`config.mk`:
```
export PLATFORM = sky130hd
export DESIGN_NAME = div32_seq
export DESIGN_NICKNAME = d
export VERILOG_FILES = /design/src/rtl/div32_seq.sv
export SDC_FILE = /design/constraint.sdc
export NUM_CORES = 1
export LEC_CHECK = 0
export ABC_CLOCK_PERIOD_IN_PS = 2600
export CORE_UTILIZATION = 40
export CTS_BUF_LIST = sky130_fd_sc_hd__clkbuf_4 sky130_fd_sc_hd__clkbuf_8
export DETAILED_ROUTE_END_ITERATION = 10
export GPL_ROUTABILITY_DRIVEN = 1
export HOLD_SLACK_MARGIN = 0.12
export SETUP_SLACK_MARGIN = 0.02
export SLEW_MARGIN = 20
export SYNTH_ARGS = -nofsm -noshare
export SYNTH_HDL_FRONTEND = slang
export SYNTH_SLANG_ARGS = --single-unit
```
`constraint.sdc`:
```
create_clock -name clk -period 2.6 [get_ports clk]
set_input_delay 0.39 -clock clk [delete_from_list [all_inputs] [get_ports clk]]
set_output_delay 0.39 -clock clk [all_outputs]
set_load 0.02 [all_outputs]
```
`src/rtl/div32_seq.sv`:
```
// div32_seq - multi-cycle restoring divider (one quotient bit per clock)
//
// Ports
//   clk, rst_n            clock, async active-low reset
//   start                 request; taken only in IDLE or DONE
//   dividend, divisor     operands, latched on the accept edge
//   busy                  high while iterating (CALC)
//   done                  one-cycle pulse, results valid from this cycle on
//   quotient, remainder   registered results, held until the next completion
//   div_by_zero           registered flag, valid with done
//
// Build option
//   DIV32_SIGNED_EN  two's-complement operands (truncating division). When
//                    undefined the unit is purely unsigned and no sign
//                    logic exists.
module div32_seq #(
  parameter int WIDTH = 32
) (
  input  logic             clk,
  input  logic             rst_n,
  input  logic             start,
  input  logic [WIDTH-1:0] dividend,
  input  logic [WIDTH-1:0] divisor,
  output logic             busy,
  output logic             done,
  output logic [WIDTH-1:0] quotient,
  output logic [WIDTH-1:0] remainder,
  output logic             div_by_zero
);

  localparam int CW = $clog2(WIDTH);

  typedef enum logic [1:0] {IDLE, CALC, DONE} state_t;

  typedef struct packed {
    logic [WIDTH-1:0] q;
    logic [WIDTH-1:0] r;
    logic             dbz;
  } res_t;

  state_t           state, state_nxt;
  logic [CW-1:0]    cnt;
  logic [WIDTH-1:0] dvd_q;   // dividend shifts out MSB-first, quotient shifts in
  logic [WIDTH-1:0] dvs_q;
  logic [WIDTH-1:0] rem_q;   // partial remainder
  res_t             res_q;

  logic             accept, last, qbit;
  logic [WIDTH-1:0] dvd_mag, dvs_mag;
  logic [WIDTH:0]   shifted;
  logic [WIDTH+1:0] diff;
  logic [WIDTH-1:0] rem_nxt, quo_nxt, q_fix, r_fix;

  assign accept = start && (state != CALC);
  assign last   = (cnt == CW'(WIDTH - 1));

`ifdef DIV32_SIGNED_EN
  logic neg_q, neg_r;

  // Divide magnitudes; -2^(W-1) maps to itself, which is its correct
  // unsigned magnitude.
  assign dvd_mag = dividend[WIDTH-1] ? -dividend : dividend;
  assign dvs_mag = divisor[WIDTH-1]  ? -divisor  : divisor;
  // Fix-up on the completing edge; remainder follows the dividend's sign.
  assign q_fix   = neg_q ? -quo_nxt : quo_nxt;
  assign r_fix   = neg_r ? -rem_nxt : rem_nxt;

  always_ff @(posedge clk or negedge rst_n) begin
    if (!rst_n) begin
      neg_q <= 1'b0;
      neg_r <= 1'b0;
    end else if (accept) begin
      neg_q <= dividend[WIDTH-1] ^ divisor[WIDTH-1];
      neg_r <= dividend[WIDTH-1];
    end
  end
`else
  assign dvd_mag = dividend;
  assign dvs_mag = divisor;
  assign q_fix   = quo_nxt;
  assign r_fix   = rem_nxt;
`endif

  // One restoring step. The shifted remainder can reach nearly 2^(W+1), so
  // the trial subtract carries an extra top bit that holds the borrow.
  assign shifted = {rem_q, dvd_q[WIDTH-1]};
  assign diff    = {1'b0, shifted} - {2'b00, dvs_q};
  assign qbit    = ~diff[WIDTH+1];
  assign rem_nxt = qbit ? diff[WIDTH-1:0] : shifted[WIDTH-1:0];
  assign quo_nxt = {dvd_q[WIDTH-2:0], qbit};

  always_ff @(posedge clk or negedge rst_n) begin
    if (!rst_n) state <= IDLE;
    else        state <= state_nxt;
  end

  always_comb begin
    state_nxt = state;
    case (state)
      IDLE, DONE: begin
        if (start) state_nxt = (divisor == '0) ? DONE : CALC;
        else       state_nxt = IDLE;
      end
      CALC:    if (last) state_nxt = DONE;
      default: state_nxt = IDLE;
    endcase
  end

  always_ff @(posedge clk or negedge rst_n) begin
    if (!rst_n) begin
      cnt   <= '0;
      dvd_q <= '0;
      dvs_q <= '0;
      rem_q <= '0;
      res_q <= '0;
    end else if (accept) begin
      cnt   <= '0;
      dvd_q <= dvd_mag;
      dvs_q <= dvs_mag;
      rem_q <= '0;
      // Zero divisor skips CALC; result is written on the accept edge.
      if (divisor == '0) res_q <= '{q: '1, r: dividend, dbz: 1'b1};
    end else if (state == CALC) begin
      cnt   <= cnt + CW'(1);
      dvd_q <= quo_nxt;
      rem_q <= rem_nxt;
      if (last) res_q <= '{q: q_fix, r: r_fix, dbz: 1'b0};
    end
  end

  assign busy        = (state == CALC);
  assign done        = (state == DONE);
  assign quotient    = res_q.q;
  assign remainder   = res_q.r;
  assign div_by_zero = res_q.dbz;

endmodule

```
==> run_results.csv, run 1 <==
group,metric,value,unit
status,status,"finished with violations",
status,failed_checks,"negative setup slack",
logic_synthesis,synth_edf_count,0,
logic_synthesis,ys.flop_type,"dfrtp_1",
logic_synthesis,yosysSeqAreaShare,0.4697,
worst_hold_path,hp-class,"in -> reg",
setup_path,worst_setup_path_end_kind,"flip-flop",
setup_path,cp_data_required_time,2.95,ns
logic_synthesis,ys_warn_count,0,
floorplan,fp-row-count,54,
place,port_buffers,133,
setup_path,critPathLaunchType,"flip-flop",
clocking,cts.path.max_buffers,2,
finish,final_cell_mix,"buf_4 (184), nand2_1 (173), dfrtp_1 (166), o21ai_0 (144), clkdlybuf4s50_1 (131)",
finish,stdcell_count,1609,
worst_hold_path,worstHoldStart,"start",
finish,antenna_cells,0,
clocking,cts_made_buffers,17,
sta,fin_crit,3.040,ns
sta,skew,0.02068,ns
clocking,clk_pin_slew,0.09,ns
grt,antenna_found_initial,0,
finish,drive_gt1_frac,0.2716,
logic_synthesis,synthCells,1013,
routing,via_per_inst,5.208,
grt,grt_pass1_vias,7791,
logic_synthesis,synth_area,8951,um^2
grt,grt_max_degree,82,
setup_path,crit_start,"rem_q[16]",
clocking,root_buffer,"clkbuf_8",
grt,grt_pass1_wl,40.74,mm
clocking,cts_tree,"yes",
routing,num_vias,8380,
floorplan,core,21890,um^2
floorplan,io_pins,134,
setup_path,critPathKind,"reg -> reg",
sta,rsz0062_at_grt,"yes",
place,dp_cells,1558,
setup_path,r2r-start,"rem_q[16]",
logic_synthesis,syn_area_per_cell,8.836,um^2
routing,drtAntennaViolNets,0,
logic_synthesis,async_flop_share,1.000,
sta,period_share,1.169,
finish,fill_cells,1910,
sta,setup_viol,66,
sta,setup_ws,-0.4404,ns
sta,hold_violations,0,
grt,overflow,0,
routing,wl_per_cell,16.25,um
run,maxCapViolations,0,
setup_path,crit_fanout,10,
routing,drtIter0Drc,437,
sta,fin_setup_tns,-20.77,ns
routing,dr.pass1.iters,6,
clocking,htreeDepth,4,
routing,wl,26.15,mm
clocking,clock_latency,0.47,ns
place,hpwlAfterDp,19.02,mm
sta,tightestPinTransition,0.6884,ns
setup_path,arrival,3.39,ns
sta,fmax,0.3289,GHz
floorplan,floorplan.initialDensity,0.4089,
routing,drc,0,
floorplan,die_w,151.6,um
logic_synthesis,syn-num-nets,1115,
sta,slew_headroom,0.5411,
clocking,clock_sinks,168,
floorplan,dieArea,22980,um^2
place,place_congestion,0.9119,
floorplan,die_h,151.6,um
finish,syn_to_final_growth,48.74,%
sta,drv_slew,0,
logic_synthesis,ys_seq_elements,168,
finish,fin_nets,1419,
logic_synthesis,synthDistinctLibCells,56,
finish,final_common_cell,"buf_4",
grt,grtUsageTotal,0.2286,
## through the flow
step	area, um^2	hold WS, ns	setup slack [ns]	util
finish	13310	0.2863	-0.4404	0.6082
global route	13310	0.2855	-0.5260	0.6082
CTS	12810	0.2612	-0.3733	0.5852
detailed placement	12130	0.4546	-0.4296	0.5541
global placement	12130	0.4476	-0.4689	0.5541
floorplan	9140	0.09441	-0.1094	-
## worst max-delay path, cell delays in order, from the launching register on
cell and delay, ns:
dfrtp_1 0.45, ha_4 0.31, nand4_1 0.19, o221ai_2 0.25
a221o_1 0.23, a31oi_4 0.05, o31a_2 0.33, o41ai_4 0.23
buf_6 0.19, clkbuf_16 0.19, mux2i_4 0.25, a21oi_1 0.10
a21o_1 0.16
## path summary, 6_finish.rpt
| check | cells after the start | slack (ns) | end |
|---|---|---|---|
| worst min register to register | 2 | 0.47 | quotient[11] |
| worst min-delay path | 3 | 0.29 | state[0] |
| worst max-delay path | 12 | -0.44 | remainder[12] |
| min in group asynchronous | 2 | 0.51 | quotient[5] |
| worst max register to register | 12 | -0.44 | remainder[12] |
| max in group asynchronous | 3 | 1.34 | quotient[17] |
## what timing repair did
action                                  CTS  global route
setup buffers                             7            11
endpoints found under the setup margin   66            79
hold buffers                              1             0
hold endpoints to repair                 66             0
resized for setup                        54            94
gates cloned                              0             2
pin swaps                                12            12
## routing by layer
layer	wire length [um]	track usage	vias to the layer above
met5	0	0	-
met4	343	0.05842	0
met3	893	0.02665	24
met2	11730	0.3404	172
met1	13180	0.3494	4019
li1	-	-	4165
## registers in the layout (all words and copies together), names as in the netlist
signal       count
rem_q           32
quotient        32
div_by_zero      1
cnt              5
dvd_q           32
remainder       32
state            2
dvs_q           32
## logic make-up (layout without fill, tap and decap cells)
family	Yosys count	after routing	synth area share
compound gates	325	325	0.2045
xor+xnor	27	27	0.02642
fa+ha+maj	35	35	0.04976
buf+inv	102	418	0.04585
flops	168	168	0.4697
mux	45	45	0.05032
simple gates	311	311	0.1535
## area by class of cell
class,count,area [um^2],share of cell area
multi-input combinational,743,5055,0.3797
sequential,168,4207,0.3159
timing repair buffer,346,3144,0.2362
tap,280,350.3,0.02631
clock buffer,17,234.0,0.01757
clock inverter,14,162.7,0.01222
inverter,41,161.4,0.01212
## synthesized netlist by cell type, types with 4 or more instances
cell type  count  area, um^2
xnor2_1       15       131.4
nor4_1         8       50.05
xor2_1        12       105.1
nor3_1         9       45.04
o22ai_1        7       43.79
a211oi_1       4       30.03
nor2_1        28       105.1
nor2b_1        6       37.54
inv_1         39       146.4
mux2i_1       45       450.4
a31oi_1       14       87.58
nand2_1      187       701.9
clkbuf_1      50       187.7
o21ai_1       28       140.1
buf_2          4       20.02
a21oi_1       65       325.3
o21ai_0      162       810.8
nand3_1       30       150.1
and2_1         4       25.02
o31ai_1        4       30.03
or3_1         22       137.6
dfrtp_1      168        4204
nand4_1        5       31.28
a21o_1        16       120.1
ha_1          34       425.4
Power of run 1 is not shown: default switching activity piles up to over one toggle a cycle in this logic, so the estimate is an artifact.
==> run 2: changes to the inputs <==
--- a/config.mk
+++ b/config.mk
@@ -5,7 +5,9 @@
 export SDC_FILE = /design/constraint.sdc
 export NUM_CORES = 1
 export LEC_CHECK = 0
-export ABC_CLOCK_PERIOD_IN_PS = 2600
+export ABC_CLOCK_PERIOD_IN_PS = 3000
+export CAP_MARGIN = 20
+export CORE_MARGIN = 4
 export CORE_UTILIZATION = 40
 export CTS_BUF_LIST = sky130_fd_sc_hd__clkbuf_4 sky130_fd_sc_hd__clkbuf_8
 export DETAILED_ROUTE_END_ITERATION = 10
==> constraint.sdc (replaced) <==
create_clock -name clk -period 3 [get_ports clk]
set_input_delay 0.45 -clock clk [delete_from_list [all_inputs] [get_ports clk]]
set_output_delay 0.45 -clock clk [all_outputs]
set_load 0.02 [all_outputs]
==> run 2 against run 1 <==
Compared with the run above:
- critical path type unchanged
- via count shrank 6.2%
- sequential cell count unchanged
- cell count fell by 7.2%
- highest routed layer unchanged
- utilization fell by 6.0 points
- clock skew fell by 0.0065 ns
- the run now ends clean
- sequential share of layout area rose by 3.5 points
- non-clock buffer count decreased by 117
- worst setup slack better by 0.50 ns
- die area up 8.1%
==> run_results.csv, run 2 (synthesis results as in run 1) <==
group,metric,value,unit
clocking,clk_pin_slew,0.11,ns
setup_path,crit_buf_inv,4,
clocking,cts_tree,"yes",
setup_path,arrival,3.30,ns
finish,fill_cells,2041,
grt,grt_pass1_vias,7396,
setup_path,path_cells,"ha_2 -> buf_4 -> a21o_1 -> a31oi_2 -> o221ai_2 -> a221o_1 -> a31oi_4 -> o31a_2 -> o41ai_4 -> buf_12 -> buf_12 -> mux2i_2 -> buf_4 -> a21oi_1",
sta,rsz0062_at_grt,"yes",
run,maxCapViolations,0,
place,place_congestion,0.8244,
finish,antenna_cells,0,
floorplan,die_h,157.6,um
routing,wl_met3,1.055,mm
power_and_ir_drop,power_density,1453,nW/um^2
setup_path,rr_worst_depth,14,
sta,hold_ws,0.3648,ns
finish,stdcell_count,1493,
sta,setup_viol,0,
routing,wl_per_cell,16.89,um
finish,final_cell_mix,"nand2_1 (186), dfrtp_1 (166), o21ai_0 (154), clkdlybuf4s50_1 (131), buf_4 (83)",
setup_path,critPathLaunchType,"flip-flop",
routing,wl_met2,11.08,mm
clocking,clock_sinks,168,
clocking,clock_latency,0.47,ns
setup_path,worst_setup_path_end_kind,"flip-flop",
clocking,cts.path.max_buffers,2,
finish,drive_gt1_frac,0.1641,
power_and_ir_drop,leakage,5.185,nW
worst_hold_path,worstHoldEndpoint,"state[0]",
place,port_buffers,133,
routing,dr.max_layer_used,"met4",
routing,drtAntennaViolNets,0,
routing,drtIter0Drc,499,
grt,grt_pass1_wl,40.42,mm
setup_path,crit_start,"rem_q[14]",
routing,dr.pass1.iters,5,
clocking,htreeDepth,4,
routing,drc,0,
power_and_ir_drop,ir_drop,0.0005073,V
floorplan,io_pins,134,
grt,antenna_found_initial,0,
setup_path,regToRegEndpoint,"remainder[8]",
worst_hold_path,min_path_cells,3,
clocking,cts_made_buffers,17,
setup_path,r2r_setup_slack,0.06,ns
finish,syn_to_final_growth,34.04,%
status,status,"complete, no violations",
floorplan,fp-row-count,54,
worst_hold_path,worstHoldStart,"start",
sta,hold_violations,0,
setup_path,cp_slowest_stage_delay,0.45,ns
grt,overflow,0,
routing,wl,25.22,mm
place,dp_cells,1452,
routing,via_per_inst,5.267,
sta,fin_crit,2.944,ns
finish,fin_nets,1302,
sta,slew_headroom,0.5537,
grt,grtUsageTotal,0.2034,
sta,period_share,0.9812,
sta,tightestPinTransition,0.6695,ns
floorplan,floorplan.initialDensity,0.4089,
routing,num_vias,7863,
floorplan,core,21890,um^2
power_and_ir_drop,total_power,17.43,mW
sta,skew,0.01420,ns
setup_path,critPathKind,"reg -> reg",
sta,fmax,0.3397,GHz
setup_path,crit_fanout,10,
clocking,root_buffer,"clkbuf_8",
setup_path,critPathSlowestCell,"dfrtp_1",
floorplan,die_w,157.6,um
grt,grt_max_degree,103,
place,hpwlAfterDp,18.30,mm
worst_hold_path,hp-class,"in -> reg",
floorplan,dieArea,24830,um^2
setup_path,crit_family,"compound AO/OA/AOI/OAI gates",
setup_path,cp_data_required_time,3.36,ns
finish,final_common_cell,"nand2_1",
setup_path,r2r-start,"rem_q[14]",
routing,m1WireLength,12.66,mm
finish,utilization,0.5481,
sta,drv_slew,0,
[run 2: layer usage]
layer / vias up / track usage
met1: 3746 / 0.3108
met2: 157 / 0.3049
met3: 24 / 0.03007
li1: 3936 / -
met4: 0 / 0.04957
met5: - / 0
[run 2: repair_timing]
action,in CTS,in global routing
hold buffers,1,0
setup endpoints to repair,49,55
gates resized for setup,20,64
buffers inserted,2,6
endpoints found under the hold margin,65,0
pin swaps,9,19
[run 2: where the power goes]
group | total [mW] | internal, mW | switching (mW)
clock | 1.61 | 0.624 | 0.990
sequential | 4.17 | 3.40 | 0.764
combinational | 11.7 | 5.49 | 6.16
total | 17.4 | 9.52 | 7.92
[run 2: area by class of cell]
class	instances	area, um^2	area share
multi-input combinational	743	4736	0.3947
sequential	168	4207	0.3506
timing repair buffer	229	2157	0.1798
tap	280	350.3	0.02920
clock buffer	17	234.0	0.01950
clock inverter	15	157.7	0.01314
inverter	41	156.4	0.01304
[run 2: worst max path at each step]
stage,cells after the start,slack [ns],to
3_3_place_gp,13,-0.18,remainder[14]
4_1_cts,14,0.02,remainder[14]
5_1_grt,12,-0.08,rem_q[31]
2_1_floorplan,12,0.17,remainder[30]
6_report,14,0.06,remainder[8]
3_5_place_dp,13,-0.20,remainder[14]
[run 2: tightest hold or removal path, cell delays in order]
cell and delay [ns]:
buf_2 0.15, nand2b_1 0.11, o22ai_1 0.07
[run 2: metrics by stage]
step | setup TNS (ns) | cell area [um^2] | setup WS, ns
global route | -0.6294 | 12000 | -0.07794
floorplan | 0 | 8951 | 0.1732
detailed placement | -2.460 | 11120 | -0.2037
CTS | 0 | 11660 | 0.01623
global placement | -2.066 | 11120 | -0.1826
finish | 0 | 12000 | 0.05630
Note: power is estimated with default switching activity, not from simulation.
==> run 3: changes to the inputs <==
--- a/config.mk
+++ b/config.mk
@@ -7,12 +7,15 @@
 export LEC_CHECK = 0
 export ABC_CLOCK_PERIOD_IN_PS = 3000
 export CAP_MARGIN = 20
+export CELL_PAD_IN_SITES_DETAIL_PLACEMENT = 1
+export CELL_PAD_IN_SITES_GLOBAL_PLACEMENT = 1
 export CORE_MARGIN = 4
 export CORE_UTILIZATION = 40
 export CTS_BUF_LIST = sky130_fd_sc_hd__clkbuf_4 sky130_fd_sc_hd__clkbuf_8
 export DETAILED_ROUTE_END_ITERATION = 10
 export GPL_ROUTABILITY_DRIVEN = 1
 export HOLD_SLACK_MARGIN = 0.12
+export PLACE_DENSITY_LB_ADDON = 0.1
 export SETUP_SLACK_MARGIN = 0.02
 export SLEW_MARGIN = 20
 export SYNTH_ARGS = -nofsm -noshare
==> run 3 against run 2 <==
Compared with the run above:
- highest routed layer is now met5
- design area up 5.4%
- via count up 9.6%
- global-route usage up 5.1 points
- cell count up 3.4%
- clock skew up 0.0012 ns
- clock-buffer cell count up 1
- the run now ends with negative setup slack left
- worst setup slack worse by 0.17 ns
- wire length up 29%
- die area unchanged
- register-to-register slack worse by 0.17 ns
- largest cell class unchanged
==> run_results.csv, run 3 (synthesis results as in run 1) <==
group,metric,value,unit
sta,fin_setup_tns,-1.198,ns
finish,final_cell_mix,"nand2_1 (176), dfrtp_1 (165), o21ai_0 (144), clkdlybuf4s50_1 (131), buf_4 (131)",
clocking,clk_pin_slew,0.10,ns
setup_path,crit_fanout,8,
setup_path,path_cells,"ha_4 -> a21o_1 -> a31oi_4 -> o221ai_2 -> a221o_1 -> a31oi_4 -> o31a_2 -> o41ai_4 -> buf_6 -> buf_12 -> nand2_4 -> o211ai_1 -> buf_4 -> o21ai_2",
setup_path,crit_family,"compound AO/OA/AOI/OAI gates",
finish,fin_nets,1353,
sta,fmax,0.3210,GHz
routing,wl,32.42,mm
routing,drc,0,
setup_path,critPathSlowestCell,"dfrtp_1",
routing,wl_per_cell,21.00,um
place,place_congestion,0.8931,
setup_path,crit_buf_inv,3,
routing,num_vias,8614,
sta,rsz0062_at_grt,"yes",
grt,grt_pass1_vias,8896,
sta,setup_viol,32,
setup_path,crit_cells,14,
sta,slew_headroom,0.5812,
floorplan,core,21890,um^2
run,maxCapViolations,0,
finish,syn_to_final_growth,41.25,%
routing,dr.pass1.iters,5,
finish,antenna_cells,0,
finish,drive_gt1_frac,0.2278,
sta,fin_crit,3.115,ns
setup_path,cp_slowest_stage_delay,0.42,ns
worst_hold_path,min_path_cells,2,
clocking,cts_made_buffers,17,
setup_path,rr_worst_depth,14,
sta,tightestPinTransition,0.6282,ns
setup_path,worst_setup_path_end_kind,"flip-flop",
floorplan,die_h,157.6,um
grt,grt_max_degree,58,
grt,gr-usage-met3,0.03937,
routing,via_per_inst,5.579,
setup_path,cp_data_required_time,3.35,ns
grt,grtUsageTotal,0.2547,
finish,utilization,0.5776,
finish,seq_area,4208,um^2
place,hpwlAfterDp,23.53,mm
setup_path,critPathLaunchType,"flip-flop",
sta,hold_violations,0,
sta,period_share,1.038,
grt,overflow,0,
clocking,cts_tree,"yes",
status,status,"finished with violations",
clocking,root_buffer,"clkbuf_8",
grt,groute.layer.met2.usage,0.4350,
sta,setup_ws,-0.1152,ns
sta,hold_ws,0.4730,ns
status,failed_checks,"negative setup slack",
finish,fill_cells,2516,
worst_hold_path,hp-class,"reg -> reg",
place,port_buffers,133,
setup_path,critPathKind,"reg -> reg",
floorplan,dieArea,24830,um^2
sta,skew,0.01537,ns
routing,drtIter0Drc,498,
routing,drtAntennaViolNets,0,
grt,grt_pass1_wl,48.99,mm
floorplan,die_w,157.6,um
clocking,cts.path.max_buffers,2,
clocking,htreeDepth,4,
setup_path,crit_top_cell,"a31oi_4",
finish,final_common_cell,"nand2_1",
floorplan,fp-row-count,54,
floorplan,floorplan.initialDensity,0.4089,
grt,antenna_found_initial,1,
clocking,clock_sinks,168,
grt,busiest_layer,"met2",
grt,grt_use_met1,0.3497,
floorplan,io_pins,134,
setup_path,arrival,3.46,ns
clocking,clock_latency,0.48,ns
sta,drv_slew,0,
finish,multi_input_area,4974,um^2
-- run 3: changes by cell type in the layout (fill, tap and decap cells not counted), sizes merged --
cell / before / now
buf: 97 / 147
clkinvlp: 2 / 1
clkbuf: 17 / 19
clkinv: 6 / 7
inv: 48 / 47
-- run 3: timing repair --
action | 4_1_cts | 5_1_grt
endpoints found under the setup margin | 65 | 65
setup buffers | 15 | 10
hold buffers | 1 | 0
pin swaps | 16 | 29
cloned | 0 | 1
resized for setup | 42 | 113
hold endpoints to repair | 51 | 0
-- run 3: worst reg2reg max path: stages, from the launching register on --
cell	delay, ns
dfrtp_1	0.42
ha_4	0.28
a21o_1	0.18
a31oi_4	0.12
o221ai_2	0.24
a221o_1	0.26
a31oi_4	0.06
o31a_2	0.33
o41ai_4	0.29
buf_6	0.23
buf_12	0.17
nand2_4	0.05
o211ai_1	0.13
buf_4	0.19
o21ai_2	0.05
-- run 3: area by class of cell --
class,count,share of cell area
inverter,41,0.01277
sequential,168,0.3328
timing repair buffer,280,0.2018
tap,280,0.02771
clock inverter,14,0.01197
clock buffer,18,0.01959
multi-input combinational,743,0.3934
-- run 3: final timing paths --
check                              from      endpoint  slack, ns
setup / recovery              rem_q[13]      rem_q[2]      -0.12
hold / removal             quotient[31]  quotient[31]       0.47
setup reg to reg              rem_q[13]      rem_q[2]      -0.12
hold reg to reg            quotient[31]  quotient[31]       0.47
max in group asynchronous         rst_n  remainder[4]       1.78
min in group asynchronous         rst_n      dvs_q[6]       0.50
-- run 3: per-stage QoR --
stage	cells	worst slack [ns]	cell area [um^2]
after floorplan	1013	0.1732	8951
after global placement	1485	-0.2584	11350
after detailed placement	1485	-0.2432	11350
after CTS	1533	-0.06019	12120
after global routing	1544	-0.1898	12640
final	1544	-0.1152	12640
-- run 3: routing by layer --
metal / vias to the layer above / share of wire
li1: 4033 / -
met3: 33 / 0.045
met5: - / 0.00040
met4: 2 / 0.013
met1: 4329 / 0.43
met2: 217 / 0.51
Power of run 3 is left out for the same reason.
